File: src/rtl/pp_buf_ctrl.sv
// Ping-pong controller for two external 1-cycle-read dual-port RAM banks.
// Writer fills one bank while the reader drains the other through a 2-deep skid FIFO.
module pp_buf_ctrl #(
  parameter int DATA_WIDTH = 32,
  parameter int DEPTH      = 16,
  parameter int ADDRW      = 4
) (
  input  logic                  clk,
  input  logic                  rst_n,
  input  logic                  s_valid,
  input  logic [DATA_WIDTH-1:0] s_data,
  output logic                  s_ready,
  output logic                  m_valid,
  output logic [DATA_WIDTH-1:0] m_data,
  output logic                  m_last,
  input  logic                  m_ready,
  output logic [1:0]            ram_ena,
  output logic [1:0]            ram_wea,
  output logic [ADDRW-1:0]      ram_addra,
  output logic [DATA_WIDTH-1:0] ram_dia,
  output logic [1:0]            ram_enb,
  output logic [ADDRW-1:0]      ram_addrb,
  input  logic [DATA_WIDTH-1:0] ram_dob0,
  input  logic [DATA_WIDTH-1:0] ram_dob1,
  output logic [1:0]            bank_full
);

  localparam logic [ADDRW-1:0] LAST_ADDR = ADDRW'(DEPTH - 1);

  typedef struct packed {
    logic                  last;
    logic [DATA_WIDTH-1:0] data;
  } ent_t;

  logic             wr_bank_q, wr_bank_d;
  logic [ADDRW-1:0] wr_addr_q, wr_addr_d;
  logic             rd_bank_q, rd_bank_d;
  logic [ADDRW-1:0] rd_addr_q, rd_addr_d;
  logic [1:0]       full_q, full_d;
  logic             infl_q, infl_d;
  logic             infl_bank_q, infl_bank_d;
  logic             infl_last_q, infl_last_d;
  ent_t             fifo_q [2];
  ent_t             fifo_d [2];
  logic             wp_q, wp_d;
  logic             rp_q, rp_d;
  logic [1:0]       cnt_q, cnt_d;

  logic             wr_fire;
  logic             wr_last;
  logic             rd_issue;
  logic             rd_last;
  logic             push;
  logic             pop;
  logic [1:0]       occ;
  ent_t             push_ent;

  always_comb begin
    wr_fire  = s_valid && !full_q[wr_bank_q];
    wr_last  = wr_addr_q == LAST_ADDR;
    pop      = (cnt_q != 2'd0) && m_ready;
    push     = infl_q;
    // slots committed once this cycle's pop leaves and the in-flight read lands
    occ      = cnt_q - 2'(pop) + 2'(infl_q);
    rd_issue = full_q[rd_bank_q] && (occ < 2'd2);
    rd_last  = rd_addr_q == LAST_ADDR;
    push_ent.last = infl_last_q;
    push_ent.data = infl_bank_q ? ram_dob1 : ram_dob0;
  end

  always_comb begin
    wr_bank_d   = wr_bank_q;
    wr_addr_d   = wr_addr_q;
    rd_bank_d   = rd_bank_q;
    rd_addr_d   = rd_addr_q;
    full_d      = full_q;
    infl_d      = rd_issue;
    infl_bank_d = infl_bank_q;
    infl_last_d = infl_last_q;
    if (wr_fire) begin
      wr_addr_d = wr_addr_q + 1'b1;
      if (wr_last) begin
        full_d[wr_bank_q] = 1'b1;
        wr_bank_d         = !wr_bank_q;
      end
    end
    if (rd_issue) begin
      rd_addr_d   = rd_addr_q + 1'b1;
      infl_bank_d = rd_bank_q;
      infl_last_d = rd_last;
      if (rd_last) begin
        full_d[rd_bank_q] = 1'b0;
        rd_bank_d         = !rd_bank_q;
      end
    end
  end

  always_comb begin
    fifo_d = fifo_q;
    wp_d   = wp_q ^ push;
    rp_d   = rp_q ^ pop;
    cnt_d  = cnt_q;
    if (push) fifo_d[wp_q] = push_ent;
    unique case (1'b1)
      push && !pop: cnt_d = cnt_q + 2'd1;
      pop && !push: cnt_d = cnt_q - 2'd1;
      default:      cnt_d = cnt_q;
    endcase
  end

  always_ff @(posedge clk or negedge rst_n) begin
    if (!rst_n) begin
      wr_bank_q   <= 1'b0;
      wr_addr_q   <= '0;
      rd_bank_q   <= 1'b0;
      rd_addr_q   <= '0;
      full_q      <= 2'b00;
      infl_q      <= 1'b0;
      infl_bank_q <= 1'b0;
      infl_last_q <= 1'b0;
      wp_q        <= 1'b0;
      rp_q        <= 1'b0;
      cnt_q       <= 2'd0;
      for (int i = 0; i < 2; i++) fifo_q[i] <= '0;
    end else begin
      wr_bank_q   <= wr_bank_d;
      wr_addr_q   <= wr_addr_d;
      rd_bank_q   <= rd_bank_d;
      rd_addr_q   <= rd_addr_d;
      full_q      <= full_d;
      infl_q      <= infl_d;
      infl_bank_q <= infl_bank_d;
      infl_last_q <= infl_last_d;
      wp_q        <= wp_d;
      rp_q        <= rp_d;
      cnt_q       <= cnt_d;
      fifo_q      <= fifo_d;
    end
  end

  assign s_ready   = !full_q[wr_bank_q];
  assign ram_ena   = wr_fire ? (wr_bank_q ? 2'b10 : 2'b01) : 2'b00;
  assign ram_wea   = ram_ena;
  assign ram_addra = wr_addr_q;
  assign ram_dia   = wr_fire ? s_data : '0;
  assign ram_enb   = rd_issue ? (rd_bank_q ? 2'b10 : 2'b01) : 2'b00;
  assign ram_addrb = rd_addr_q;
  assign m_valid   = cnt_q != 2'd0;
  assign m_data    = fifo_q[rp_q].data;
  assign m_last    = fifo_q[rp_q].last;
  assign bank_full = full_q;

endmodule

File: config.mk
export PLATFORM = sky130hd
export DESIGN_NAME = pp_buf_ctrl
export DESIGN_NICKNAME = d
export VERILOG_FILES = /design/src/rtl/pp_buf_ctrl.sv
export SDC_FILE = /design/constraint.sdc
export NUM_CORES = 1
export LEC_CHECK = 0
export ABC_CLOCK_PERIOD_IN_PS = 2650
export CAP_MARGIN = 20
export CORE_ASPECT_RATIO = 0.5
export CORE_UTILIZATION = 45
export CTS_CLUSTER_DIAMETER = 200
export DETAILED_ROUTE_END_ITERATION = 8
export HOLD_SLACK_MARGIN = 0.1
export PLACE_DENSITY = 0.94
export SYNTH_ARGS = -nofsm -noshare
export SYNTH_HDL_FRONTEND = slang
export SYNTH_SLANG_ARGS = --single-unit
File: constraint.sdc
create_clock -name clk -period 2.65 [get_ports clk]
set_input_delay 0.53 -clock clk [delete_from_list [all_inputs] [get_ports clk]]
set_output_delay 0.53 -clock clk [all_outputs]
set_load 0.01 [all_outputs]
==> flow_summary.yaml, run 1 <==
power_and_ir_drop:
  powerDensity_nw_per_um2: 1070
  ir_drop_v: 0.000534
  p_leak_uw: 0.00290
clock_tree:
  clock_sinks: 85
  cts-htree-levels: 3
  tritoncts: "yes"
  cts_buffer_depth: 2
  clk_pin_slew_ps: 50
  worstSkewPairLatency_ps: 340
  cts-root-buf: "clkbuf_16"
  numCtsBuffers: 9
finish:
  drive_gt1_share_pct: 12.2
  finalNonFillerCells: 697
  area_growth_pct: 55.8
  final_nets: 679
  fillers: 559
  antennaDiodeCount: 0
worst_setup_path:
  r2r-end: "bank_full[0]$_DFF_PN0_"
  worst_path_most_repeated_cell: "clkdlybuf4s50_1"
  rr_startpoint: "wr_bank_q$_DFFE_PN0P_"
  cp_max_fo: 5
  worst_r2r_path_depth: 6
  crit_path_start_kind: "primary input"
  arrival_ps: 2030
  cp-startpoint: "s_valid"
  endpoint: "ram_ena[0]"
  endpoint_kind: "output port"
  path_buf_inv: 2
  regToRegSetupSlack_ps: 890
  required_ps: 2120
  crit_path_cell_trace: "clkdlybuf4s50_1 > nor3b_1 > clkdlybuf4s50_1"
  cp_slowest_cell: "clkdlybuf4s50_1"
  max_stage_delay_ps: 640
  worstSetupPathType: "in2out"
  critPathTopFamily: "buffers and inverters"
  cp.depth: 3
global_routing:
  grt_pass1_wl_mm: 19.3
  grt.overflow.total: 0
  grt_pass1_vias: 4023
  antenna_found_initial: 0
  grt_max_degree: 86
  grt_usage_pct: 26.3
worst_hold_path:
  hold_class: "reg2reg"
sta:
  drv_slew: 0
  finalHoldViolCount: 0
  rsz0062_at_grt: "false"
  period_needed_ps: 2560
  maxSlewHeadroom_pct: 62.3
  fmax_mhz: 390
  worst_pin_slew_ps: 566
  fin_setup_tns_ps: 0
  finalCritPeriodShare_pct: 96.6
  finalSetupViolations: 0
  clock_skew_ps: 7.94
detailed_routing:
  vias: 3748
  drc_errors: 0
  drtIter0Drc: 196
  antenna_left: 0
  wire_per_inst_um: 17.4
  wl_mm: 12.1
  routed_via_density: 5.38
  drtPass1Iterations: 5
yosys:
  netlist_area_sq_um: 4140
  seq_area_frac_synth_pct: 51.4
  synth.ff_latch_count: 85
  synth_cells: 399
  synth_warnings: 0
  syn_area_per_cell_sq_um: 10.4
  synth_cell_types: 31
  synth_nets: 503
placement:
  portBuffers: 182
  numPlacedInstances: 678
  gp_congestion: 0.767
  dp.final_hpwl_mm: 8.11
die:
  io_pins: 183
  die_h_um: 69.8
  die_w_um: 138
  core-area_sq_um: 8800
  dieArea_sq_um: 9610
  start_util_pct: 47.0
  rows: 24
job:
  max-cap-violations: 0
outcome:
  status: "finished clean"
==> through the flow <==
step	worst slack, ps	total power (uW)	hold slack, ps	utilization [%]	cell area, sq um
global route	17.5	7290	543	73.3	6450
finish	89.1	6910	515	73.3	6450
detailed placement	18.6	5520	502	69.0	6070
floorplan	811	3890	234	-	4140
CTS	16.2	6910	430	72.6	6390
global placement	70.9	5340	487	69.0	6070
==> synth_stat cells <==
| library cell | n | share of area [%] |
|---|---|---|
| o21ai_0 | 3 | 0.36 |
| nand2_1 | 6 | 0.54 |
| mux2_1 | 2 | 0.54 |
| nand4_1 | 3 | 0.45 |
| dfrtp_1 | 85 | 51 |
| nand2b_1 | 3 | 0.45 |
| mux2i_2 | 1 | 0.33 |
| buf_1 | 5 | 0.45 |
| buf_2 | 3 | 0.36 |
| ha_1 | 4 | 1.2 |
| and3_1 | 32 | 4.8 |
| mux2_2 | 35 | 9.5 |
| xnor2_1 | 8 | 1.7 |
| nand4bb_1 | 1 | 0.27 |
| nor3b_1 | 1 | 0.18 |
| mux2i_1 | 34 | 8.2 |
| a21oi_1 | 66 | 8.0 |
| nor2_1 | 69 | 6.3 |
| xor2_1 | 2 | 0.42 |
| nor2_4 | 1 | 0.27 |
| a41oi_1 | 1 | 0.21 |
| a22o_1 | 1 | 0.21 |
| clkbuf_1 | 20 | 1.8 |
| inv_1 | 3 | 0.27 |
| buf_4 | 3 | 0.54 |
| and4_1 | 1 | 0.21 |
| a2bb2oi_1 | 1 | 0.21 |
| or2_2 | 1 | 0.15 |
| and2_1 | 1 | 0.15 |
| nor2b_1 | 2 | 0.30 |
| o21ai_1 | 1 | 0.12 |
==> cells in the final DEF (no fill, tap or decap), drive strengths merged, types with 2 or more instances in the layout <==
cell type	netlist	final
a21oi	66	66
and3	32	32
buf	11	14
clkbuf	20	13
clkdlybuf4s50	0	179
dfrtp	85	85
dlymetal6s2s	0	2
ha	4	4
inv	3	3
mux2	37	37
mux2i	35	35
nand2	6	6
nand2b	3	3
nand4	3	3
nor2	70	70
nor2b	2	2
o21ai	4	4
xnor2	8	8
xor2	2	2
==> kinds of logic after synthesis <==
group / after synthesis / share of synthesized area, %
and+or+nand+nor: 121 / 14.1
buffers and inverters: 34 / 3.45
AOI/OAI and AO/OA: 73 / 9.10
DFF: 85 / 51.4
xor gates and xnor gates: 10 / 2.12
muxes: 72 / 18.6
adders and majority gates: 4 / 1.21
==> registers in the layout, indices dropped and copies added, names as in the netlist <==
name / count
ram_addra: 4
rp_q: 1
infl_last_q: 1
wp_q: 1
cnt_q: 2
rd_bank_q: 1
fifo_q: 66
wr_bank_q: 1
bank_full: 2
infl_q: 1
ram_addrb: 4
infl_bank_q: 1
==> area by class of cell <==
cell class | count | area, sq um | share of cell area [%]
timing repair buffer | 196 | 1970 | 30.6
clock inverter | 3 | 42.5 | 0.660
inverter | 3 | 11.3 | 0.175
clock buffer | 13 | 270 | 4.19
tap | 117 | 146 | 2.27
sequential | 85 | 2130 | 33.0
multi-input combinational | 280 | 1880 | 29.1
==> power breakdown <==
part / internal, uW / switching [uW] / leakage (uW)
clock: 806 / 495 / 0.000152
sequential: 1840 / 380 / 0.000929
combinational: 1830 / 1550 / 0.00181
==> repair_timing <==
item,in CTS,in global routing
hold buffers,0,1
buffers inserted,0,1
gates resized for setup,1,4
endpoints found under the setup margin,2,34
endpoints found under the hold margin,0,19
==> worst min path at each step <==
stage                           startpoint                endpoint  slack, ps  cells past startpoint
floorplan                            rst_n  bank_full[0]$_DFF_PN0_        230                      0
global placement    fifo_q[65]$_DFFE_PN0P_  fifo_q[65]$_DFFE_PN0P_        490                      1
detailed placement  fifo_q[32]$_DFFE_PN0P_  fifo_q[32]$_DFFE_PN0P_        500                      1
CTS                                  rst_n  fifo_q[14]$_DFFE_PN0P_        430                      1
global route        fifo_q[65]$_DFFE_PN0P_  fifo_q[65]$_DFFE_PN0P_        540                      1
finish               rd_bank_q$_DFFE_PN0P_  bank_full[1]$_DFF_PN0_        520                      1
==> layer usage <==
layer	global-route usage [%]	up-vias	wire [um]
li1	-	1728	-
met1	29.2	1850	4670
met2	47.5	133	6530
met3	5.85	37	563
met4	12.1	0	365
met5	0	-	0
Note: power is estimated with default switching activity, not from simulation.
==> inputs of run 2 (changes only) <==
--- a/config.mk
+++ b/config.mk
@@ -12,7 +12,7 @@
 export CTS_CLUSTER_DIAMETER = 200
 export DETAILED_ROUTE_END_ITERATION = 8
 export HOLD_SLACK_MARGIN = 0.1
-export PLACE_DENSITY = 0.94
+export PLACE_DENSITY = 0.95
 export SYNTH_ARGS = -nofsm -noshare
 export SYNTH_HDL_FRONTEND = slang
 export SYNTH_SLANG_ARGS = --single-unit
==> run 2 against run 1 <==
Effect of this change: clock skew decreased by 0.86 ps; sequential power about the same; setup slack improved by 29 ps; combinational power about the same; largest cell class unchanged.
==> flow_summary.yaml, run 2 (synthesized netlist as in run 1, its figures left out) <==
placement:
  portBuffers: 182
  postPlaceCellArea_sq_um: 6120
  gp_congestion: 0.761
  place_ws_ps: -38.6
  dp.final_hpwl_mm: 8.14
global_routing:
  use_met1_pct: 29.6
  grt.overflow.total: 0
  met2_usage_pct: 48.4
  use_met3_pct: 5.26
  antenna_found_initial: 0
  grt_usage_pct: 26.6
  grt_pass1_vias: 3929
  grt_pass1_wl_mm: 19.5
  grt_max_degree: 59
  busiest_layer: "met2"
die:
  io_pins: 183
  dieArea_sq_um: 9610
  start_util_pct: 47.0
  rows: 24
  die_h_um: 69.8
  die_w_um: 138
  core-area_sq_um: 8800
finish:
  final_nets: 677
  largest_reg_flops: 66
  antennaDiodeCount: 0
  final_common_cell: "clkdlybuf4s50_1"
  drive_gt1_share_pct: 12.5
  finalInstanceArea_sq_um: 6470
  largest_register: "fifo_q"
  area_growth_pct: 56.3
  utilization_pct: 73.5
  fillers: 554
  mostFrequentLayoutCells: "clkdlybuf4s50_1 (179), dfrtp_1 (83), nor2_1 (69)"
clock_tree:
  clk_pin_slew_ps: 60
  cts-root-buf: "clkbuf_16"
  cts-htree-levels: 3
  worstSkewPairLatency_ps: 340
  cts_buffer_depth: 2
  tritoncts: "yes"
  clock_sinks: 85
  numCtsBuffers: 9
outcome:
  status: "finished clean"
detailed_routing:
  drc_errors: 0
  wire_per_inst_um: 17.2
  antenna_left: 0
  wl_mm: 12.0
  drtPass1Iterations: 4
  drtIter0Drc: 264
  vias: 3707
  routed_via_density: 5.33
sta:
  finalSetupViolations: 0
  finalHoldViolCount: 0
  fmax_mhz: 395
  clock_skew_ps: 7.08
  worst_hold_slack_ps: 253
  finalCritPeriodShare_pct: 95.5
  postLayoutSetupSlackWorst_ps: 119
  rsz0062_at_grt: "false"
  maxSlewHeadroom_pct: 50.4
  period_needed_ps: 2530
  drv_slew: 0
  worst_pin_slew_ps: 744
worst_setup_path:
  endpoint_kind: "output port"
  worst_r2r_path_depth: 6
  max_stage_delay_ps: 470
  r2r-end: "rd_bank_q$_DFFE_PN0P_"
  cp-startpoint: "m_ready"
  cp_slowest_cell: "clkdlybuf4s50_1"
  regToRegSetupSlack_ps: 910
  critPathTopFamily: "buffers and inverters"
  worst_path_most_repeated_cell: "nor2_1"
  crit_path_cell_trace: "clkdlybuf4s50_1 > nor2b_2 > mux2i_1 > nor2_1 > nor2_1 > dlygate4sd2_1"
  arrival_ps: 2000
  rr_startpoint: "infl_q$_DFF_PN0_"
  cp_max_fo: 4
  path_buf_inv: 2
  crit_path_start_kind: "primary input"
  required_ps: 2120
  worstSetupPathType: "in2out"
power_and_ir_drop:
  p_leak_uw: 0.00288
  ir_drop_v: 0.000586
  powerDensity_nw_per_um2: 1080
job:
  max-cap-violations: 0
worst_hold_path:
  hold_class: "in2async"
## run 2: worst max path at each step
stage | cells after the start | endpoint | slack, ps
floorplan | 3 | ram_wea[0] | 810
global placement | 6 | ram_enb[0] | 60
detailed placement | 6 | ram_enb[1] | -40
CTS | 4 | ram_dia[2] | 50
global route | 5 | ram_dia[31] | 30
finish | 6 | ram_enb[1] | 120
## run 2: layer usage
layer | routed length, um | vias up | share of wire, %
met5 | 0 | - | 0
met4 | 427 | 0 | 3.6
met3 | 525 | 37 | 4.4
met2 | 6400 | 125 | 53
met1 | 4620 | 1805 | 39
li1 | - | 1740 | -
## run 2: cell type report
cell class              instances  area [sq um]  share of cell area, %
repair buffers                194          1970                   30.5
well taps                     117           146                   2.26
clock inverters                 4          70.1                   1.08
inverters                       3          11.3                  0.174
multi-input cells             280          1880                   29.1
flip-flops and latches         85          2130                   32.9
clock buffers                  12           256                   3.97
## run 2: stage by stage
step,total power [uW],TNS [ps],instances
6_report,6970,0,695
5_1_grt,7370,0,695
4_1_cts,6990,0,695
3_5_place_dp,5530,-38.6,678
3_3_place_gp,5380,0,678
2_1_floorplan,3890,0,399
## run 2: what timing repair did
item | CTS | global route
resized for setup | 3 | 3
setup endpoints to repair | 2 | 30
setup buffers | 1 | 0
hold buffers | 0 | 0
gates cloned | 0 | 0
pin swaps | 0 | 0
## run 2: report_power, final
group          switching (uW)  leakage [uW]  internal, uW
Combinational            1540       0.00179          1850
Sequential                378      0.000928          1850
Clock                     484      0.000163           874
==> inputs of run 3 (changes only) <==
--- a/config.mk
+++ b/config.mk
@@ -16,3 +16,4 @@
 export SYNTH_ARGS = -nofsm -noshare
 export SYNTH_HDL_FRONTEND = slang
 export SYNTH_SLANG_ARGS = --single-unit
+export TNS_END_PERCENT = 10
==> run 3 against run 2 <==
Effect of this change: die area unchanged; clock skew about the same; global-route usage decreased by 0.096 points; power decreased by 0.13%.
==> flow_summary.yaml, run 3 (synthesized netlist as in run 1, its figures left out) <==
sta:
  finalSetupViolations: 0
  finalHoldViolCount: 0
  worst_pin_slew_ps: 752
  maxSlewHeadroom_pct: 49.9
  clock_skew_ps: 7.08
  drv_slew: 0
  rsz0062_at_grt: "true"
  period_needed_ps: 2560
  fmax_mhz: 390
  finalCritPeriodShare_pct: 96.7
  worst_hold_slack_ps: 252
clock_tree:
  numCtsBuffers: 9
  clk_pin_slew_ps: 60
  cts_buffer_depth: 2
  cts_hold_buf: 0
  clock_sinks: 85
  cts-htree-levels: 3
  tritoncts: "yes"
  worstSkewPairLatency_ps: 340
  cts-root-buf: "clkbuf_16"
  cts_repair_resize_count: 3
  post_cts_buffers: 0
finish:
  largest_register: "fifo_q"
  finalNonFillerCells: 694
  largest_reg_flops: 66
  area_growth_pct: 56.1
  final_nets: 676
  finalInstanceArea_sq_um: 6460
  utilization_pct: 73.4
  mostFrequentLayoutCells: "clkdlybuf4s50_1 (179), dfrtp_1 (84), nor2_1 (69)"
  antennaDiodeCount: 0
  final_common_cell: "clkdlybuf4s50_1"
  drive_gt1_share_pct: 12.1
worst_setup_path:
  crit_path_cell_trace: "mux2i_2 > buf_6 > and3_1 > clkdlybuf4s50_1"
  path_buf_inv: 2
  endpoint_kind: "output port"
  cp_max_fo: 34
  arrival_ps: 2030
  rr_startpoint: "wr_bank_q$_DFFE_PN0P_"
  cp-startpoint: "wr_bank_q$_DFFE_PN0P_"
  crit_path_start_kind: "flip-flop"
  cp_slowest_cell: "clkdlybuf4s50_1"
  required_ps: 2120
  max_stage_delay_ps: 550
  critPathTopFamily: "buffers and inverters"
  worstSetupPathType: "reg2out"
power_and_ir_drop:
  power.switching_uw: 2400
  p_clk_share_pct: 19.5
  p_total_uw: 6960
  p_sw_share_pct: 34.4
  seq_power_share_pct: 31.9
  powerDensity_nw_per_um2: 1080
  p_int_uw: 4560
  ir_drop_v: 0.000585
  p_leak_uw: 0.00287
  pwr-share-comb_pct: 48.6
global_routing:
  grt_pass1_wl_mm: 19.4
  grt_max_degree: 59
  antenna_found_initial: 0
  grt_pass1_vias: 3921
  grt_usage_pct: 26.6
  grt.overflow.total: 0
die:
  start_util_pct: 47.0
  die_w_um: 138
  rows: 24
  dieArea_sq_um: 9610
  core-area_sq_um: 8800
  die_h_um: 69.8
  io_pins: 183
detailed_routing:
  wl_mm: 12.0
  drtPass1Iterations: 6
  routed_via_density: 5.34
  antenna_left: 0
  drc_errors: 0
  wire_per_inst_um: 17.2
  vias: 3706
  drtIter0Drc: 207
placement:
  gp_congestion: 0.761
  numPlacedInstances: 678
  postPlaceCellArea_sq_um: 6120
  dp.final_hpwl_mm: 8.14
  portBuffers: 182
job:
  max-cap-violations: 0
outcome:
  status: "finished clean"
worst_hold_path:
  hold_class: "in2async"
run 3: changes by cell type in the layout (fill, tap and decap cells not counted), sizes merged:
| cell | delta |
|---|---|
| buf | -1 |
run 3: worst paths after layout:
path                       slack (ps)  cells past startpoint                        to
setup reg to reg                  870                      6    bank_full[0]$_DFF_PN0_
hold reg to reg                   500                      1  ram_addrb[2]$_DFFE_PN0P_
hold / removal                    250                      1    fifo_q[53]$_DFFE_PN0P_
min in group clk                  500                      1  ram_addrb[2]$_DFFE_PN0P_
setup / recovery                   90                      4                ram_dia[2]
max in group asynchronous        1750                      2    fifo_q[58]$_DFFE_PN0P_
run 3: routing by layer:
layer	global-route usage, %	vias up	routed length (um)
met4	13.2	0	426
met5	0	-	0
li1	-	1736	-
met3	5.26	35	494
met2	48.2	121	6380
met1	29.5	1814	4650
run 3: power by group through the flow:
stage	Combinational [uW]	Sequential [uW]	Clock, uW
finish	3390	2220	1350
CTS	3390	2210	1380
floorplan	1740	2140	0
detailed placement	3310	2220	0
global route	3650	2290	1420
global placement	3210	2170	0
run 3: per-stage QoR:
step	TNS, ps	setup slack, ps
3_3_place_gp	0	59.3
6_report	0	86.6
3_5_place_dp	-38.6	-38.6
4_1_cts	0	48.6
5_1_grt	-9.76	-9.49
2_1_floorplan	0	811
run 3: layout make-up:
type,instances,area (sq um)
Clock inverter,4,70.1
Fill cell,556,2340
Tap cell,117,146
Clock buffer,12,256
Inverter,3,11.3
Sequential cell,85,2130
Timing Repair Buffer,193,1970
Multi-Input combinational cell,280,1880
